<file path="src/rtl/vending_pkg.sv">
// Shared vending-machine definitions: key indices, key arbiter state encoding
// and the default post-event cool-down length.
package vending_pkg;

    localparam int KEY_COIN1   = 0;
    localparam int KEY_COIN5   = 1;
    localparam int KEY_SEL0    = 2;
    localparam int KEY_SEL1    = 3;
    localparam int KEY_SEL2    = 4;
    localparam int KEY_SEL3    = 5;
    localparam int KEY_CONFIRM = 6;
    localparam int KEY_CANCEL  = 7;

    localparam int DEFAULT_HOLDOFF = 16;

    typedef enum logic [1:0] {
        IDLE  = 2'd0,
        OFFER = 2'd1,
        COOL  = 2'd2
    } key_arb_state_t;

endpackage

</file>
<file path="src/rtl/rr_pick.sv">
// Round-robin picker: rotates the request vector so that index ptr lands on
// bit 0, then returns the first set request at or after ptr (wrapping).
module rr_pick #(
    parameter int N_KEYS = 8,
    parameter int IDX_W  = $clog2(N_KEYS)
) (
    input  logic [N_KEYS-1:0] req,
    input  logic [IDX_W-1:0]  ptr,
    output logic [IDX_W-1:0]  gnt_idx,
    output logic              any
);

    logic [N_KEYS-1:0] w_rot;
    logic [IDX_W:0]    w_sum;

    assign w_rot = N_KEYS'({req, req} >> ptr);

    // Descending scan so the smallest offset from ptr is the last to write.
    always_comb begin
        w_sum = '0;
        any   = 1'b0;
        for (int k = N_KEYS - 1; k >= 0; k--) begin
            if (w_rot[k]) begin
                w_sum = {1'b0, ptr} + (IDX_W + 1)'(k);
                if (w_sum >= (IDX_W + 1)'(N_KEYS)) begin
                    w_sum = w_sum - (IDX_W + 1)'(N_KEYS);
                end
                any = 1'b1;
            end
        end
        gnt_idx = w_sum[IDX_W-1:0];
    end

endmodule

</file>
<file path="src/rtl/key_event_arbiter.sv">
// Serialises key pulses into one valid/ready event stream, round-robin, with a
// cool-down after each accepted event. KEY_ARB_DROP_CNT_EN adds a duplicate-pulse counter.
module key_event_arbiter
    import vending_pkg::*;
#(
    parameter  int N_KEYS  = 8,
    parameter  int HOLDOFF = DEFAULT_HOLDOFF,
    localparam int IDX_W   = $clog2(N_KEYS)
) (
    input  logic              clk,
    input  logic              rst_n,
    input  logic [N_KEYS-1:0] key_pulse,
    input  logic              enable,
    output logic              evt_valid,
    output logic [IDX_W-1:0]  evt_key,
    input  logic              evt_ready,
    output logic              busy
`ifdef KEY_ARB_DROP_CNT_EN
    ,
    output logic [7:0]        drop_cnt
`endif
);

    localparam int CNT_W = (HOLDOFF > 2) ? $clog2(HOLDOFF) : 1;
    localparam logic [CNT_W-1:0] CNT_LOAD = (HOLDOFF > 0) ? CNT_W'(HOLDOFF - 1) : '0;

    key_arb_state_t    r_state;
    key_arb_state_t    w_state_nxt;
    logic [N_KEYS-1:0] r_pend;
    logic [N_KEYS-1:0] w_pend_nxt;
    logic [N_KEYS-1:0] w_sel;
    logic [N_KEYS-1:0] w_clr;
    logic [N_KEYS-1:0] w_keep;
    logic [IDX_W-1:0]  r_ptr;
    logic [IDX_W-1:0]  r_evt_key;
    logic [IDX_W-1:0]  w_gnt_idx;
    logic [CNT_W-1:0]  r_cnt;
    logic              w_any;
    logic              w_hs;
    logic              r_busy;

    rr_pick #(
        .N_KEYS (N_KEYS),
        .IDX_W  (IDX_W)
    ) u_rr_pick (
        .req     (r_pend),
        .ptr     (r_ptr),
        .gnt_idx (w_gnt_idx),
        .any     (w_any)
    );

    always_ff @(posedge clk) begin
        if (!rst_n) begin
            r_state <= IDLE;
        end else begin
            r_state <= w_state_nxt;
        end
    end

    always_comb begin
        w_state_nxt = r_state;
        case (r_state)
            IDLE:  if (w_any && enable) w_state_nxt = OFFER;
            OFFER: if (evt_ready) w_state_nxt = (HOLDOFF == 0) ? IDLE : COOL;
            COOL:  if (r_cnt == '0) w_state_nxt = IDLE;
            default: w_state_nxt = IDLE;
        endcase
    end

    always_comb begin
        evt_valid = 1'b0;
        if (r_state == OFFER) begin
            evt_valid = 1'b1;
        end
    end

    assign w_hs    = evt_valid && evt_ready;
    assign w_sel   = {{(N_KEYS - 1){1'b0}}, 1'b1} << r_evt_key;
    assign w_clr   = w_hs ? w_sel : '0;
    // With enable low only the bit of the event already on offer survives.
    assign w_keep  = enable ? ~w_clr : ((r_state == OFFER) ? (w_sel & ~w_clr) : '0);
    assign w_pend_nxt = (r_pend & w_keep) | (key_pulse & {N_KEYS{enable}});

    always_ff @(posedge clk) begin
        if (!rst_n) begin
            r_pend    <= '0;
            r_ptr     <= '0;
            r_evt_key <= '0;
            r_cnt     <= '0;
            r_busy    <= 1'b0;
        end else begin
            r_pend <= w_pend_nxt;
            r_busy <= (r_state != IDLE) || (|r_pend);
            if (r_state == IDLE && w_state_nxt == OFFER) begin
                r_evt_key <= w_gnt_idx;
            end
            if (w_hs) begin
                r_ptr <= (r_evt_key == IDX_W'(N_KEYS - 1)) ? '0 : r_evt_key + 1'b1;
                r_cnt <= CNT_LOAD;
            end else if (r_state == COOL && r_cnt != '0) begin
                r_cnt <= r_cnt - 1'b1;
            end
        end
    end

    assign evt_key = r_evt_key;
    assign busy    = r_busy;

`ifdef KEY_ARB_DROP_CNT_EN
    logic [7:0] r_drop;
    logic       w_dup;

    assign w_dup = enable && (|(key_pulse & r_pend & ~w_clr));

    always_ff @(posedge clk) begin
        if (!rst_n) begin
            r_drop <= '0;
        end else if (w_dup && r_drop != 8'hFF) begin
            r_drop <= r_drop + 8'd1;
        end
    end

    assign drop_cnt = r_drop;
`endif

endmodule

</file>
<file path="config.mk">
export PLATFORM = sky130hd
export DESIGN_NAME = key_event_arbiter
export DESIGN_NICKNAME = d
export VERILOG_FILES = /design/src/rtl/vending_pkg.sv /design/src/rtl/rr_pick.sv /design/src/rtl/key_event_arbiter.sv
export SDC_FILE = /design/constraint.sdc
export NUM_CORES = 1
export LEC_CHECK = 0
export CAP_MARGIN = 20
export CORE_MARGIN = 3
export CORE_UTILIZATION = 45
export CTS_BUF_LIST = sky130_fd_sc_hd__clkbuf_4
export DETAILED_ROUTE_END_ITERATION = 8
export PLACE_DENSITY = 0.61
export SYNTH_ARGS = -nofsm -noshare
export SYNTH_HDL_FRONTEND = slang
export SYNTH_SLANG_ARGS = --single-unit
</file>
<file path="constraint.sdc">
create_clock -name clk -period 3.7 [get_ports clk]
set_input_delay 0.74 -clock clk [delete_from_list [all_inputs] [get_ports clk]]
set_output_delay 0.74 -clock clk [all_outputs]
set_load 0.02 [all_outputs]
</file>
==> impl_results.md, run 1 <==
* Status: finished, final reports clean
* Half-perimeter wire length after placement at 3450 microns
* Fill cell count at 393
* Average size of a mapped cell at 8.02 sq um
* Die area at ~4800 sq um
* Area delta synth->final at 10.3%
* Buffer and inverter count on the worst path at 0
* Launch point of the worst path: r_ptr[0]$_SDFFE_PN0P_
* Combinational share of power at 0.367
* Count of cells resized by post-cts repair at 0
* Type of origin of the critical path: flop
* Reg clk slew, reported paths at 0.11 ns
* Worst min path class: flop to flop
* Total CTS buffers at 3
* Achievable frequency at 362 MHz
* Number of placed instances with taps included at 275
* Vias in the first global route at 1629
* First-pass GRT wire length at 7740 microns
* Final standard cell area without fillers at 1970 sq um
* Setup TNS Final at 0 ns
* Family with the most delay on the worst path: flip-flops
* Number of warnings printed during yosys synthesis at 0
* Flip-flop and latch count after synthesis at 21
* P_sw at 0.225 mW
* Max-Cap Viols at 0
* Synth Cell Area at around 1800 sq um
* Input/output buffers at 16
* CP Cell Sequence: mux4_1 > a21oi_1 > mux2i_1 > a311oi_1 > a21oi_1 > o311a_1
* Count of distinct cell types in the synthesized netlist at 43
* Fraction of post-synthesis cell area in the top cell type by area at 0.235
* Count of cell instances traversed by the critical path at 6
* Synth Instances at 223
* Area leader, netlist: dfxtp_1
* Required @ worst endpoint at 3.90 ns
* Power consumption at slightly above 0.6 mW
* Power Internal at about 0.39 mW
* CP dominant cell by count: a21oi_1
* Post-route clock period utilization at 0.747
* Clock sink count at 21
* Initial antenna violation count at 0
* Residual DRC count at 0
* Router iterations before antenna repair at 4
* Dominant combinational cell family by area after synthesis: compound AO/OA/AOI/OAI gates
* Routed len/inst at ~16 microns
* Count of hold buffers inserted by post-cts repair at 0
* Maximum level of the CTS H-tree at 1
* Switching share of total power at 0.365
* First DRT Iteration DRCs at 104
* Final count of hold timing violations at 0
* Critical-path maximum fanout at 21
* CP max stage cell: dfxtp_1
* Static Leak at 0.778 nW
* Part of the total power dissipated in the clock network at 0.177
* Synthesized-area fraction occupied by ao, oa, aoi and oai cells at 0.232
* Mux share of post-synthesis cell area at 0.197
* Effective utilization at floorplan at 0.478
* Die extent in x at 69.0 microns
* Post-synthesis xor/xnor area fraction at 0.00980
* Normalized max-slew margin at 0.420
* Post-route non-filler standard cell count at approximately 280
* Final RePlAce weighted congestion at between 0.9 and 1
* Power Dens Cells at 312 nW/um^2
* Setup violation total in the final timing report at 0
* Global route overflow at 0
* Reg2reg end: evt_key[1]$_SDFFE_PN0P_
* Dominant cells by area after synthesis: dfxtp_1 24%, mux4_2 8.8%, a21oi_1 7.3%
* Area share of and/or/nand/nor cells after synthesis at 0.190
* CORE AREA at 3740 sq um
* Average vias per placed instance at ~6.0
* Final Critical Period at 2.76 ns
* Stage delay of the slowest cell on the critical path at ~0.91 ns
* Relative contribution of sequential cells to total power at 0.455
* Slack of the worst reg-to-reg path at 0.94 ns
* Clock root buffer: clkbuf_4
* Pin count of the biggest net entering global routing at 25
* Adder-cell share of the synthesized area at 0.0630
* Post-CTS Repair Setup Buffers at 0
* Area of all sequential standard cells at 420 sq um
* Category of the worst setup path capture point: flop
* FP Rows at 22
* Die H at 69.0 microns
* Vias at approximately 1700
* Max clock buf depth at 2
* Total count of max-transition violations in the final report at 0
* Clk Latency, worst-skew pair at roughly 0.3 ns
* Placed Area at 1940 sq um
* Register-to-Register Path Depth at 6
* Arrival time at the worst endpoint at 2.97 ns
* I/O pins at 17
* Worst setup path endpoint: evt_key[1]$_SDFFE_PN0P_
* Clock tree from TritonCTS: done
* GR Util All Layers at 0.192
* Final worst clock skew at 0.00207 ns
* Nets in the synthesized netlist at 244
* Multi-input logic area at 1240 sq um
* RSZ-0062 raised after global routing: false
* Antenna diode count at 0
* # nets final at 253
* Transition at the pin with the smallest max-transition slack at 0.869 ns
* Post-synthesis sequential area ratio at 0.235
* Kind of critical path: flop to flop
* Share of cells above drive strength 1 at 0.0736
* Highest ir drop seen on vdd at 190 uV
* Final standard cell utilization of the core at 0.527
* Post-detailed-routing wire length at 4500 microns
* Post-route ant nets at 0
* Crit Reg-Reg Startpoint: r_ptr[0]$_SDFFE_PN0P_
[cell usage after synthesis, drive strengths merged]
cell type / instances
o311a: 2
a2111oi: 1
nor2: 31
o21ai: 8
nand2b: 4
nor3b: 2
a221oi: 1
nor2b: 1
xnor2: 1
nand3b: 1
clkbuf: 4
inv: 14
ha: 9
nor3: 4
a21oi: 26
and4: 1
and2: 1
nand2: 17
nand3: 5
a211oi: 4
or2b: 1
clkinv: 2
mux4: 8
or4: 1
a311oi: 4
o21a: 1
a21bo: 1
o211ai: 3
xor2: 1
a22oi: 9
dfxtp: 21
o311ai: 1
mux2: 3
a31oi: 4
mux2i: 13
buf: 9
nor4: 4
[registers in the layout, summed over array words and instances, names as in the netlist]
register  flops
r_ptr         3
r_state       2
r_cnt         4
evt_key       3
busy          1
r_pend        8
[cell families (layout without fill, tap and decap cells)]
| group | after synthesis | after routing |
|---|---|---|
| compound gates | 65 | 65 |
| xor+xnor | 2 | 2 |
| fa+ha+maj | 9 | 9 |
| buf+inv | 29 | 37 |
| flops | 21 | 21 |
| mux | 24 | 24 |
| simple gates | 73 | 73 |
[worst min-delay path, delay by kind of cell (launching register included)]
kind / cells / cell delay, ns
AOI/OAI and AO/OA: 1 / 0.06
DFF: 1 / 0.38
and+or+nand+nor: 1 / 0.07
[area by class of cell]
type,count,area share
flip-flops and latches,21,0.213
inverters,16,0.0305
clock buffers,3,0.0114
well taps,48,0.0305
clock inverters,1,0.00254
multi-input cells,173,0.627
repair buffers,17,0.0850
[metal layers]
layer | vias to the layer above | GRT usage | part of all wire
met4 | 0 | 0.0434 | 0.0042
met1 | 796 | 0.261 | 0.44
met5 | - | 0 | 0
met2 | 43 | 0.329 | 0.51
li1 | 839 | - | -
met3 | 2 | 0.0175 | 0.044
[power by group through the flow]
stage	Sequential (mW)	Clock, mW	Combinational (mW)
after floorplan	0.275	0	0.168
after global placement	0.284	0	0.220
after detailed placement	0.285	0	0.225
after CTS	0.280	0.113	0.226
after global routing	0.285	0.125	0.253
final	0.280	0.109	0.226
[per-stage QoR]
stage	hold WS (ns)	setup slack, ns
after floorplan	0.530	1.61
after global placement	0.533	1.03
after detailed placement	0.532	0.930
after CTS	0.548	0.909
after global routing	0.569	0.694
final	0.546	0.935
[how the worst min path moves through the flow]
stage	depth (start not counted)	slack, ns	to	startpoint
after floorplan	2	0.53	r_cnt[2]$_SDFFE_PN0P_	r_state[1]$_SDFF_PN0_
after global placement	2	0.53	r_ptr[1]$_SDFFE_PN0P_	r_ptr[1]$_SDFFE_PN0P_
after detailed placement	2	0.53	r_ptr[1]$_SDFFE_PN0P_	r_ptr[1]$_SDFFE_PN0P_
after CTS	2	0.55	r_ptr[1]$_SDFFE_PN0P_	r_ptr[1]$_SDFFE_PN0P_
after global routing	2	0.57	r_ptr[1]$_SDFFE_PN0P_	r_ptr[1]$_SDFFE_PN0P_
final	2	0.55	r_ptr[1]$_SDFFE_PN0P_	r_ptr[1]$_SDFFE_PN0P_
[layout by cell type (no fill, tap or decap), drive strengths merged]
| cell | instances |
|---|---|
| and2 | 1 |
| nor4 | 4 |
| clkdlybuf4s50 | 16 |
| nor3b | 2 |
| a221oi | 1 |
| buf | 1 |
| inv | 14 |
| nor2 | 31 |
| mux2 | 3 |
| ha | 9 |
| clkinv | 3 |
| nor2b | 1 |
| a2111oi | 1 |
| clkbuf | 3 |
| mux2i | 13 |
| xnor2 | 1 |
| a21oi | 26 |
| xor2 | 1 |
| nand2 | 17 |
| o311ai | 1 |
| and4 | 1 |
| o211ai | 3 |
| nor3 | 4 |
| a22oi | 9 |
| or2b | 1 |
| o311a | 2 |
| a21bo | 1 |
| o21ai | 8 |
| a211oi | 4 |
| nand2b | 4 |
| mux4 | 8 |
| or4 | 1 |
| o21a | 1 |
| dfxtp | 21 |
| a31oi | 4 |
| nand3b | 1 |
| a311oi | 4 |
| nand3 | 5 |
Power figures use the tool's default switching activity.
==> run 2: changes to the inputs <==
==> constraint.sdc (replaced) <==
create_clock -name clk -period 2.8 [get_ports clk]
set_input_delay 0.56 -clock clk [delete_from_list [all_inputs] [get_ports clk]]
set_output_delay 0.56 -clock clk [all_outputs]
set_load 0.02 [all_outputs]
==> impl_results.md, run 2 (synthesized netlist as in run 1, its figures left out) <==
* Type of origin of the critical path: flop
* # nets final at 256
* Critical-path maximum fanout at 12
* Worst Hold Slack at 0.598 ns
* Clk Latency, worst-skew pair at 0.31 ns
* I/O pins at 17
* Max clock buf depth at 2
* Total count of max-transition violations in the final report at 0
* Effective utilization at floorplan at 0.478
* Fin worst setup slack at ~0.23 ns
* Input/output buffers at 16
* Router iterations before antenna repair at 4
* Final standard cell utilization of the core at 0.536
* Final worst clock skew at 0.00246 ns
* Clock tree from TritonCTS: done
* Max-Cap Viols at 0
* Total CTS buffers at 3
* Setup violation total in the final timing report at 0
* Startpoint of the lowest-slack hold path: r_cnt[0]$_SDFFE_PN0P_
* GR Util All Layers at 0.189
* Final Critical Period at 2.57 ns
* Number of placed instances with taps included at 278
* Post-detailed-routing wire length at 4430 microns
* Clock root buffer: clkbuf_4
* Area delta synth->final at 12.2%
* Routed len/inst at 15.7 microns
* Worst Hold End: r_cnt[0]$_SDFFE_PN0P_
* Die H at 69.0 microns
* Residual DRC count at 0
* Die area at 4770 sq um
* Relative contribution of sequential cells to total power at 0.446
* Most frequent standard cell in the layout excluding fill and tap cells: nor2_1
* Placed Area at 1980 sq um
* Reg2reg end: evt_key[1]$_SDFFE_PN0P_
* Worst slack at placement at between 0.2 and 0.3 ns
* Arrival time at the worst endpoint at 2.78 ns
* Combinational share of power at 0.372
* Vias in the first global route at 1588
* Fill cell count at 369
* Part of the total power dissipated in the clock network at 0.182
* Post-route non-filler standard cell count at 282
* Final RePlAce weighted congestion at roughly 0.95
* Post-route clock period utilization at 0.919
* Hold Crit Depth at 2
* Power Dens Cells at between 400 and 500 nW/um^2
* Worst min path class: flop to flop
* Number of flip-flops under the largest register name at 8
* Switching share of total power at 0.369
* Count of cells resized by post-cts repair at 0
* Register-to-Register Path Depth at 6
* Reg clk slew, reported paths at 0.12 ns
* Average vias per placed instance at 6.03
* Global route overflow at 0
* Die extent in x at 69.0 microns
* Post-CTS Repair Setup Buffers at 0
* Launch point of the worst path: r_ptr[0]$_SDFFE_PN0P_
* Kind of critical path: flop to flop
* Most frequent cells in the layout: 31 x nor2_1, 26 x a21oi_1, 21 x dfxtp_1
* Final standard cell area without fillers at approximately 2000 sq um
* First DRT Iteration DRCs at 134
* Slack of the worst reg-to-reg path at 0.23 ns
* Count of hold buffers inserted by post-cts repair at 0
* Post-route ant nets at 0
* Share of cells above drive strength 1 at 0.0855
* Static Leak at between 0.7 and 0.8 nW
* FP Rows at 22
* Antenna diode count at 0
* First-pass GRT wire length at 7620 microns
* Normalized max-slew margin at 0.618
* Clock sink count at 21
* Highest ir drop seen on vdd at 291 uV
* Crit Reg-Reg Startpoint: r_ptr[0]$_SDFFE_PN0P_
* Category of the worst setup path capture point: flop
* Status: finished, final reports clean
* Half-perimeter wire length after placement at ~3400 microns
* Power consumption at 0.824 mW
* Setup TNS Final at 0 ns
* RSZ-0062 raised after global routing: false
* Vias at 1700
* Pin count of the biggest net entering global routing at 21
* Power Internal at about 0.52 mW
* CORE AREA at 3740 sq um
* Top register by number of flip-flops: r_pend
* Transition at the pin with the smallest max-transition slack at 0.572 ns
* Registers with the highest flip-flop counts: r_pend x8, r_cnt x4
* P_sw at about 0.30 mW
* Achievable frequency at 389 MHz
* Initial antenna violation count at 0
* Final count of hold timing violations at 0
* Required @ worst endpoint at ~3 ns
* Maximum level of the CTS H-tree at 1
## run 2: routing by layer
layer / global-route usage / wire length, microns
met3: 0.0146 / 159
met1: 0.267 / 2130
met4: 0.0434 / 36
met5: 0 / 0
met2: 0.313 / 2100
## run 2: cell type report
cell class	count	area, sq um	area share
Multi-Input combinational cell	173	1240	0.616
Timing Repair Buffer	20	203	0.101
Sequential cell	21	420	0.209
Inverter	16	60.1	0.0299
Clock inverter	1	5.00	0.00249
Clock buffer	3	22.5	0.0112
Tap cell	48	60.1	0.0299
## run 2: how the worst max path moves through the flow
stage               cells past startpoint                 endpoint
floorplan                               7  evt_key[0]$_SDFFE_PN0P_
global placement                        6  evt_key[1]$_SDFFE_PN0P_
detailed placement                      6  evt_key[1]$_SDFFE_PN0P_
CTS                                     6  evt_key[1]$_SDFFE_PN0P_
global route                            6  evt_key[2]$_SDFFE_PN0P_
finish                                  6  evt_key[1]$_SDFFE_PN0P_
## run 2: worst max-delay path: stages, from the launching register on
cell and delay, ns:
dfxtp_1 0.69, mux4_1 0.77, a21oi_1 0.24, mux2i_1 0.09, a311oi_1 0.27, a21oi_1 0.13
o311a_1 0.29
## run 2: power by group through the flow
stage / combinational [mW] / clock (mW) / sequential (mW)
floorplan: 0.222 / 0 / 0.363
global placement: 0.299 / 0 / 0.373
detailed placement: 0.305 / 0 / 0.374
CTS: 0.306 / 0.153 / 0.367
global route: 0.342 / 0.166 / 0.373
finish: 0.307 / 0.150 / 0.367
==> run 3: changes to the inputs <==
--- a/config.mk
+++ b/config.mk
@@ -11,6 +11,7 @@
 export CTS_BUF_LIST = sky130_fd_sc_hd__clkbuf_4
 export DETAILED_ROUTE_END_ITERATION = 8
 export PLACE_DENSITY = 0.61
+export SLEW_MARGIN = 5
 export SYNTH_ARGS = -nofsm -noshare
 export SYNTH_HDL_FRONTEND = slang
 export SYNTH_SLANG_ARGS = --single-unit
==> results of run 3 <==
Final layout, timing and power as in run 2 (identical DEF).
